===== src/rtl/lpc_postcode_log.sv =====
// Port-0x80 POST code logger: circular history, stall detect,
// and an index/data read-back window for firmware and debug tools.
module lpc_postcode_log #(
  parameter int unsigned DEPTH_LOG2   = 4,
  parameter logic [7:0]  IDX_BASE     = 8'hC0,
  parameter bit          DEDUP        = 1'b1,
  parameter logic [23:0] STALL_CYCLES = 24'd16_500_000
) (
  input  logic                  LPC_CLK,
  input  logic                  LPC_RSTn,
  input  logic                  lpc_en,
  input  logic                  lpc_io_wren,
  input  logic                  lpc_io_rden,
  input  logic                  post_cs,
  input  logic                  data_cs,
  input  logic [7:0]            index,
  input  logic [7:0]            din,
  output logic [7:0]            dout,
  output logic                  dout_en,
  output logic [7:0]            postcode_cur,
  output logic [DEPTH_LOG2:0]   log_count,
  output logic                  overflow,
  output logic                  stalled
);

  localparam int unsigned DEPTH = 1 << DEPTH_LOG2;
  localparam int unsigned CW    = DEPTH_LOG2 + 1;

  typedef logic [DEPTH_LOG2-1:0] ptr_t;
  typedef logic [CW-1:0]         cnt_t;

  logic       wr, rd;
  logic [7:0] off;
  logic       in_win;
  logic       post_lvl, winw_lvl, winr_lvl;
  logic       post_lvl_q, winw_lvl_q, winr_lvl_q;
  logic       post_wr, win_wr, win_rd_end;
  logic       accept, stat_wr, flush, ovf_clr, pop;
  logic       empty, full;

  ptr_t        rptr_q, rptr_d;
  ptr_t        wptr_q, wptr_d;
  cnt_t        count_q, count_d;
  logic        ovf_q, ovf_d;
  logic [7:0]  cur_q, cur_d;
  logic        seen_q, seen_d;
  logic [23:0] stall_q, stall_d;
  logic [7:0]  mem_q [DEPTH];

  assign wr     = lpc_en & lpc_io_wren;
  assign rd     = lpc_en & lpc_io_rden;
  assign off    = index - IDX_BASE;
  assign in_win = (off[7:2] == 6'd0);

  assign post_lvl = wr & post_cs;
  assign winw_lvl = wr & data_cs & in_win;
  assign winr_lvl = rd & data_cs & (off == 8'd0);

  // One event per LPC cycle no matter how long the strobe is held
  assign post_wr    = post_lvl & ~post_lvl_q;
  assign win_wr     = winw_lvl & ~winw_lvl_q;
  assign win_rd_end = winr_lvl_q & ~winr_lvl;

  assign empty   = (count_q == '0);
  assign full    = (count_q == cnt_t'(DEPTH));
  assign accept  = post_wr & ~(DEDUP && (din == cur_q));
  assign stat_wr = win_wr & (off[1:0] == 2'd2);
  assign flush   = stat_wr & din[7];
  assign ovf_clr = stat_wr & din[2];
  assign pop     = win_rd_end & ~empty;

  always_comb begin
    rptr_d  = rptr_q;
    wptr_d  = wptr_q;
    count_d = count_q;
    ovf_d   = ovf_q;
    cur_d   = cur_q;
    seen_d  = seen_q;
    stall_d = stall_q;
    if (accept) begin
      cur_d  = din;
      seen_d = 1'b1;
    end
    if (flush) begin
      rptr_d  = '0;
      wptr_d  = '0;
      count_d = '0;
      ovf_d   = 1'b0;
    end else begin
      if (ovf_clr) ovf_d = 1'b0;
      // Pop retires the old head before a same-cycle push lands
      if (pop) begin
        rptr_d  = rptr_d + 1'b1;
        count_d = count_d - 1'b1;
      end
      if (accept) begin
        wptr_d = wptr_q + 1'b1;
        if (count_d == cnt_t'(DEPTH)) begin
          rptr_d = rptr_d + 1'b1;
          ovf_d  = 1'b1;
        end else begin
          count_d = count_d + 1'b1;
        end
      end
    end
    if (accept)
      stall_d = '0;
    else if (stall_q != STALL_CYCLES)
      stall_d = stall_q + 24'd1;
  end

  always_ff @(posedge LPC_CLK or negedge LPC_RSTn) begin
    if (!LPC_RSTn) begin
      post_lvl_q <= 1'b0;
      winw_lvl_q <= 1'b0;
      winr_lvl_q <= 1'b0;
      rptr_q     <= '0;
      wptr_q     <= '0;
      count_q    <= '0;
      ovf_q      <= 1'b0;
      cur_q      <= 8'hFF;
      seen_q     <= 1'b0;
      stall_q    <= '0;
    end else begin
      post_lvl_q <= post_lvl;
      winw_lvl_q <= winw_lvl;
      winr_lvl_q <= winr_lvl;
      rptr_q     <= rptr_d;
      wptr_q     <= wptr_d;
      count_q    <= count_d;
      ovf_q      <= ovf_d;
      cur_q      <= cur_d;
      seen_q     <= seen_d;
      stall_q    <= stall_d;
    end
  end

  always_ff @(posedge LPC_CLK) begin
    if (accept) mem_q[wptr_q] <= din;
  end

  assign dout_en      = in_win & data_cs;
  assign postcode_cur = cur_q;
  assign log_count    = count_q;
  assign overflow     = ovf_q;
  assign stalled      = seen_q & (stall_q == STALL_CYCLES);

  always_comb begin
    dout = 8'h00;
    if (dout_en) begin
      unique case (off[1:0])
        2'd0: dout = empty ? 8'hFF : mem_q[rptr_q];
        2'd1: dout = 8'(count_q);
        2'd2: dout = {4'h0, stalled, ovf_q, full, empty};
        2'd3: dout = cur_q;
      endcase
    end
  end

endmodule


===== config.mk =====
export PLATFORM = sky130hd
export DESIGN_NAME = lpc_postcode_log
export DESIGN_NICKNAME = d
export VERILOG_FILES = /design/src/rtl/lpc_postcode_log.sv
export SDC_FILE = /design/constraint.sdc
export NUM_CORES = 1
export LEC_CHECK = 0
export CORE_ASPECT_RATIO = 0.8
export CORE_UTILIZATION = 30
export DETAILED_ROUTE_END_ITERATION = 12
export GPL_TIMING_DRIVEN = 1
export PLACE_DENSITY = 0.53
export SYNTH_ARGS = -nofsm -noshare
export SYNTH_HDL_FRONTEND = slang
export SYNTH_SLANG_ARGS = --single-unit

===== constraint.sdc =====
create_clock -name LPC_CLK -period 2.94 [get_ports LPC_CLK]
set_input_delay 0.588 -clock LPC_CLK [delete_from_list [all_inputs] [get_ports LPC_CLK]]
set_output_delay 0.588 -clock LPC_CLK [all_outputs]
set_load 0.005 [all_outputs]

# Word level (Yosys, flattened, before mapping)
# Memories as Yosys holds them, arrays and structs flattened.
# Index checks and enable logic that the tools add are counted.
[word_totals]
ram_bits = 128
ff_bits = 50
elab_cells = 77
inputBits = 23
memories = 1
[mem_list]
columns = ["name", "words", "width", "rd", "rd_ports_with_merged_regs", "wr", "line", "source"]
rows = [
  ["mem_q", 16, 8, 1, 0, 1, "48", "logic [7:0] mem_q [DEPTH];"],
]
[op_classes]
n_addsub = 7
bitwise = 22
n_reduce_logical = 6
mux = 23
n_eq_ne = 8
[op_table]
columns = ["cell", "count"]
rows = [
  ["$mux W24", 2],
  ["$pmux W8 S4", 1],
  ["$mux W4", 7],
  ["$mux W5", 5],
  ["$add A24 B1 Y24 const B", 1],
  ["$eq A24 B24 Y1 const B", 1],
  ["$ne A24 B24 Y1 const B", 1],
  ["$and A1 B1 Y1", 17],
  ["$mux W8", 2],
  ["$add A4 B1 Y4 const B", 3],
  ["$eq A5 B5 Y1 const B", 2],
  ["$eq A8 B8 Y1", 1],
  ["$logic_not A8 Y1", 1],
  ["$sub A8 B8 Y8 const B", 1],
  ["$logic_not A6 Y1", 1],
  ["$mux W1", 6],
  ["$add A5 B1 Y5 const B", 1],
  ["$logic_not A5 Y1", 1],
  ["$not A1 Y1", 5],
  ["$sub A5 B1 Y5 const B", 1],
  ["$eq A2 B2 Y1 const B", 2],
  ["$reduce_bool A2 Y1", 2],
  ["$eq A2 B1 Y1 const B", 1],
  ["$logic_not A2 Y1", 1],
]

# Depth between registers and ports, before layout
# Gate-level depths: netlist of the first run.
[depth]
ltp_word = 12
ltp_mapped = 12

# Worst setup path before layout of the first run
# Ideal clock, no wire load.
[synth_timing]
kind = "input port to flip-flop"
startpoint = "input port din[3]"
endpoint = "memory mem_q[4][0], enable pin"
path_slack_ps = 242
required_ps = 2557
t_arrival_ps = 2315
setup_time_ps = 383
n_path_buf = 1
path_stages = 6
path_cell_list = "xor2_1 > nor4_1 > a21oi_1 > clkbuf_1 > nand2_1 > nor3_1"
[synth_between]
elab_chain_cells = 5
[synth_rtl]
columns = ["element", "line", "source"]
rows = [
  ["start, declared", "17", "input logic [7:0] din,"],
  ["$eq A8 B8 Y1", "66", "assign accept = post_wr & ~(DEDUP && (din == cur_q));"],
  ["$not A1 Y1", "66", ""],
  ["$and A1 B1 Y1", "66", ""],
  ["$mux W1", "139", "if (accept) mem_q[wptr_q] <= din;"],
  ["$mux W1 (not written as such)", "139", ""],
  ["end, declared", "48", ""],
]
# No other way between the ends.

# Worst setup path in the final report of the first run
[layout_timing]
startpoint = "register rptr_q[0]"
endpoint = "output port dout[1]"
[layout_between]
elab_chain_cells = 4
[layout_rtl]
columns = ["element", "line", "source"]
rows = [
  ["start, declared", "41", "ptr_t rptr_q, rptr_d;"],
  ["start signal, assigned", "128", "rptr_q <= rptr_d;"],
  ["$mem_v2 Z16 W8", "--", ""],
  ["$mux W8", "152", "2'd0: dout = empty ? 8'hFF : mem_q[rptr_q];"],
  ["$pmux W8 S4", "151", "unique case (off[1:0])"],
  ["$mux W8", "150", "if (dout_en) begin"],
  ["end, declared", "18", "output logic [7:0] dout,"],
]
# No other way between the ends.

==> qor.yml, run 1 <==
outcome:
  status: "complete, but fails checks"
  violations: "setup timing"
place:
  port_buffers: 46
  pre_cts_slack_ns: -0.408
  dp.cells: 1001
  place_congestion: 0.832
  post-dp-hpwl_um: 13900
yosys:
  synth_top_area_cell: "edfxtp_1"
  avgSynthCellArea_sq_um: 14.8
  seq_area_frac_synth: 0.631
  synth_flop_cell: "edfxtp_1"
  netlist_area_sq_mm: 0.00809
  ys_seq_elements: 178
  synth.most_common_cell: "edfxtp_1"
  netlist_instances: 547
  synth_top_area_share: 0.475
  async_reset_ff_frac: 0.281
  yosysWarningCount: 0
  yosys.cell_types.count: 59
  synth_nets: 580
  synth-edff-count: 128
  synth_commonest_cells: "edfxtp_1, nor2_1, dfrtp_1, mux4_2, xor2_1"
  synthTopCellsByArea: "edfxtp_1, dfrtp_1, mux4_2, dfstp_2, xor2_1"
worst_setup_path:
  cp.required_ns: 2.35
  worstSetupEndpointType: "output port"
  startpoint_type: "flop"
  worstSetupPathType: "flop to output port"
  cp_data_arrival_time_ns: 2.57
  cp_max_fo: 7
final_layout:
  syn_to_final_growth_pct: 30.0
  nNetsFinal: 716
  layout-drive-gt1-share: 0.330
  num-fill-cells: 2479
  utilization: 0.398
  ff_latch_area_sq_mm: 0.00511
  diodes: 0
  multi_input_area_sq_mm: 0.00289
  stdcell_count: 1053
grt:
  track_usage: 0.155
  grt_overflow: 0
  antenna_found_initial: 0
  grt_max_degree: 38
  grt_pass1_vias: 5128
  grt_pass1_wl_um: 31100
clocking:
  clk_path_buf_depth: 2
  root_buffer: "clkbuf_16"
  cts_tree: "yes"
  clk_pin_slew_ns: 0.07
  htree_levels: 4
  cts_buffers: 17
  clk_latency_ns: 0.43
  holdBufCountCts: 0
  cts.sink_count: 178
routing:
  drtIter0Drc: 435
  dr.pass1.iters: 5
  vias: 5218
  drt-vias-per-instance: 4.96
  drc: 0
  wirelength_um: 20400
  wl_per_cell_um: 19.4
  antenna_left: 0
die:
  start_util: 0.307
  io_pins: 47
  die_h_um: 149
  row_count: 53
  fp.dieW_um: 186
  core_area_sq_mm: 0.0264
  die_area_sq_mm: 0.0276
sta:
  hold_slack_ns: 0.262
  finalHoldViolCount: 0
  tightest_slew_ns: 0.953
  rsz0062_at_grt: "true"
  skew_ns: 0.00840
  setup_viol: 8
  fin_ws_ns: -0.220
  final_max_slew_viol_count: 0
  fmax_ghz: 0.316
  finalCritPeriodShare: 1.07
  maxSlewHeadroom: 0.362
  fin_crit_ns: 3.16
power:
  p_leak_nw: 3.80
  power_density_mw_per_mm2: 638
  total_power_mw: 6.71
  ir_drop_mv: 0.354
run:
  maxCapViolCount: 0
worst_hold_path:
  hold_class: "input pin to async pin"
==> timing repair <==
item | 4_1_cts | 5_1_grt
gates cloned | 2 | 0
setup endpoints to repair | 10 | 9
pin swaps | 14 | 9
setup buffers | 17 | 3
endpoints found under the hold margin | 0 | 0
resized for setup | 59 | 14
==> per-layer routing <==
metal	wire length, um	GRT usage	up-vias	part of all wire
met3	980	0.0322	10	0.048
met4	126	0.0311	0	0.0062
met5	0	0	-	0
met2	9210	0.231	143	0.45
li1	-	-	2373	-
met1	10100	0.232	2692	0.49
==> path summary, 6_finish.rpt <==
check	from	endpoint	slack (ns)	cells past startpoint
worst max-delay path	rptr_q[0]	dout[1]	-0.22	8
worst min register to register	seen_q	seen_q	0.55	2
worst max register to register	log_count[1]	rptr_q[1]	0.31	9
max in group asynchronous	LPC_RSTn	stall_q[15]	1.93	2
worst min-delay path	LPC_RSTn	log_count[3]	0.26	1
min in group LPC_CLK	seen_q	seen_q	0.55	2
==> logic make-up after synthesis <==
| group | synth area share |
|---|---|
| adder cells (fa/ha/maj) | 0.0155 |
| buffers and inverters | 0.0237 |
| XOR/XNOR | 0.0422 |
| multiplexers | 0.129 |
| flip-flops | 0.631 |
| AO/OA/AOI/OAI | 0.0363 |
| AND/OR/NAND/NOR | 0.122 |
==> report_power, final <==
part | total, mW | internal, mW | leakage, nW | switching [mW]
Combinational | 1.41 | 0.715 | 1.74 | 0.691
Clock | 2.27 | 1.27 | 0.281 | 0.998
Sequential | 3.04 | 2.87 | 1.78 | 0.167
==> final cells by class <==
class | count | area share
Clock inverter | 14 | 0.0145
Sequential cell | 178 | 0.486
Multi-Input combinational cell | 323 | 0.275
Clock buffer | 18 | 0.0408
Inverter | 18 | 0.00643
Tap cell | 357 | 0.0425
Timing Repair Buffer | 145 | 0.135
==> flip-flops by register name, indices dropped and copies added, names as in the netlist <==
register / cells
log_count: 5
mem_q: 128
overflow: 1
post_lvl_q: 1
postcode_cur: 8
rptr_q: 4
seen_q: 1
stall_q: 24
winr_lvl_q: 1
winw_lvl_q: 1
wptr_q: 4
==> critical path: stages, from the launching register on <==
cell and delay (ns):
dfrtp_2 0.47, buf_6 0.15, buf_16 0.13, buf_12 0.11, mux4_2 0.49, mux4_2 0.52
nor2_2 0.11, nor3_1 0.05, buf_2 0.12
==> cells in the final DEF (no fill, tap or decap), types with 10 or more instances in the layout <==
master           netlist  routed
nor2_1                48      45
dfrtp_1               42      41
nand4_1               13      13
nand3_1               17      17
edfxtp_1             128     128
buf_12                 0      16
nor3_1                17      16
inv_1                 16      16
nand2_1               21      20
a21oi_1               16      14
mux2_2                10      10
mux4_2                40      40
buf_4                  1      74
xnor2_1               15      15
nor4_1                12      10
clkdlybuf4s50_1        0      36
clkbuf_16              0      17
xor2_1                24      24
==> through the flow <==
stage               setup TNS [ns]  area [sq um]
floorplan                        0          8090
global placement            -14.45          9630
detailed placement          -17.68          9630
CTS                          -2.04         10500
global route                 -2.23         10500
finish                       -1.57         10500
Note: power is estimated with default switching activity, not from simulation.
==> inputs of run 2 (changes only) <==
--- a/config.mk
+++ b/config.mk
@@ -5,7 +5,7 @@
 export SDC_FILE = /design/constraint.sdc
 export NUM_CORES = 1
 export LEC_CHECK = 0
-export CORE_ASPECT_RATIO = 0.8
+export CORE_ASPECT_RATIO = 1.4
 export CORE_UTILIZATION = 30
 export DETAILED_ROUTE_END_ITERATION = 12
 export GPL_TIMING_DRIVEN = 1
==> run 2 against run 1 <==
The run still ends with setup timing left. Fmax shrank 2.3%. Wire length rose by 0.16%. Register-to-register slack better by 0.11 ns. Utilization fell by 0.14 points. Hold slack got worse by 0.18 ns.
==> qor.yml, run 2 (same netlist as run 1, synthesis figures left out) <==
final_layout:
  multi_input_area_sq_mm: 0.00289  # -0.26%
  ff_latch_area_sq_mm: 0.00511  # about the same
  regMostFlops: "mem_q"
  largest_reg_flops: 128  # unchanged
  final_area_sq_mm: 0.0104  # -0.78%
  nNetsFinal: 712  # -0.56%
  diodes: 0  # unchanged
  layout-drive-gt1-share: 0.321  # -0.00919
  final_common_cell: "edfxtp_1"
  num-fill-cells: 2471  # -0.32%
  syn_to_final_growth_pct: 28.9
  final_cell_mix: "edfxtp_1, buf_4, nor2_1, mux4_2, dfrtp_1"
die:
  row_count: 70  # +32%
  die_area_sq_mm: 0.0276  # about the same
  fp.dieW_um: 141  # -24%
  start_util: 0.308  # +0.00137
  io_pins: 47  # unchanged
  core_area_sq_mm: 0.0263  # -0.45%
  die_h_um: 196  # +32%
sta:
  finalHoldViolCount: 0  # unchanged
  fin_crit_ns: 3.23  # +0.0732 ns
  tightest_slew_ns: 0.559  # -0.394 ns
  skew_ns: 0.0110  # +0.00264 ns
  maxSlewHeadroom: 0.626  # +0.264
  fin_ws_ns: -0.293  # -0.0732 ns
  fmax_ghz: 0.309  # -2.3%
  setup_viol: 8  # unchanged
  final_max_slew_viol_count: 0  # unchanged
  tns_ns: -1.63  # -0.0564 ns
  finalCritPeriodShare: 1.10  # +0.0249
  rsz0062_at_grt: "true"
routing:
  wl_per_cell_um: 20.1  # +3.9%
  antenna_left: 0  # unchanged
  drtIter0Drc: 291  # -33%
  drt-vias-per-instance: 5.02  # +1.4%
  drc: 0  # unchanged
  wirelength_um: 20400  # +0.16%
  dr.pass1.iters: 4  # -1
  vias: 5098  # -2.3%
worst_setup_path:
  worstSetupEndpointType: "output port"
  rrSetupSlack_ns: 0.42  # +0.11 ns
  cp_max_fo: 5  # -2
  r2r_start: "log_count[1]"
  critPathMaxStageDelay_ns: 0.56  # +0.04 ns
  timing.rr.end: "log_count[2]"
  worstSetupPathType: "flop to output port"
  crit_start: "rptr_q[0]"
  startpoint_type: "flop"
  cp_data_arrival_time_ns: 2.64  # +0.07 ns
  cp.required_ns: 2.35  # about the same
  cpMostUsedCell: "buf_12"
  cp_slowest_cell: "mux4_2"
  crit_chain: "buf_12 -> buf_12 -> buf_12 -> mux4_2 -> mux4_2 -> o21ai_1 -> a21oi_1 -> buf_2"
  ff2ff_path_depth: 10  # +1
place:
  pre_cts_slack_ns: -0.233  # +0.175 ns
  place_congestion: 0.827  # -0.62%
  placed_area_sq_mm: 0.00957  # -0.57%
  port_buffers: 46  # unchanged
  post-dp-hpwl_um: 14700  # +5.1%
clocking:
  clk_path_buf_depth: 2  # unchanged
  clk_latency_ns: 0.44  # about the same
  cts_tree: "yes"
  cts.sink_count: 178  # unchanged
  clk_pin_slew_ns: 0.07  # about the same
  holdBufCountCts: 0  # unchanged
  cts_buffers: 17  # unchanged
  htree_levels: 4  # unchanged
  root_buffer: "clkbuf_16"
worst_hold_path:
  hold_class: "input pin to async pin"
outcome:
  violations: "setup timing"
  status: "complete, but fails checks"
grt:
  grt_pass1_wl_um: 31900  # +2.5%
  grt_overflow: 0  # unchanged
  track_usage: 0.159  # +0.00411
  antenna_found_initial: 0  # unchanged
  grt_max_degree: 34  # -11%
  grt_pass1_vias: 5392  # +5.1%
power:
  ir_drop_mv: 0.413  # +17%
  power_density_mw_per_mm2: 640  # +0.27%
  p_leak_nw: 3.77  # -0.66%
run:
  maxCapViolCount: 0  # unchanged
run 2: cell types whose count changed in the layout (fill, tap and decap cells not counted), sizes merged:
cell,delta
bufbuf,+1
clkinvlp,-2
clkinv,+1
buf,-6
clkbuf,+1
run 2: how the worst max path moves through the flow:
stage / to / slack (ns)
2_1_floorplan: mem_q[4][0] / 0.24
4_1_cts: dout[4] / -0.34
3_5_place_dp: dout[0] / -0.23
5_1_grt: dout[6] / -0.36
6_report: dout[6] / -0.29
3_3_place_gp: dout[0] / -0.21
run 2: report_power, final:
group          total (mW)  internal (mW)  switching, mW
logic                1.39          0.705          0.683
registers            3.03           2.87          0.158
clock network        2.26           1.26          0.993
total                6.67           4.84           1.83
run 2: layout make-up:
cell class	count	area share
Sequential cell	178	0.490
Multi-Input combinational cell	323	0.277
Timing Repair Buffer	141	0.133
Clock buffer	18	0.0411
Tap cell	324	0.0389
Clock inverter	13	0.0143
Inverter	18	0.00648
run 2: through the flow:
step	std cells	hold slack, ns	util	power (mW)
final	1015	0.0784	0.397	6.67
after global placement	967	0.469	0.364	4.35
after floorplan	547	0.292	-	3.76
after global routing	1015	0.105	0.397	6.97
after detailed placement	967	0.485	0.364	4.39
after CTS	1013	0.0850	0.396	6.72
run 2: repair_timing:
action,in CTS,in global routing
endpoints found under the setup margin,9,9
cloned,2,0
pin swaps,9,8
resized for setup,55,11
hold endpoints to repair,0,0
buffers inserted,13,3
run 2: critical path, delay by kind of cell (launching register included):
kind	cells	cell delay, ns
AO/OA/AOI/OAI	2	0.23
buffers and inverters	4	0.49
flip-flops	1	0.41
multiplexers	2	1.07
run 2: per-layer routing:
layer	up-vias	GRT usage	routed length [um]
li1	2366	-	-
met1	2623	0.171	7790
met2	88	0.300	11500
met3	21	0.0303	554
met4	0	0.0676	616
met5	-	0	0
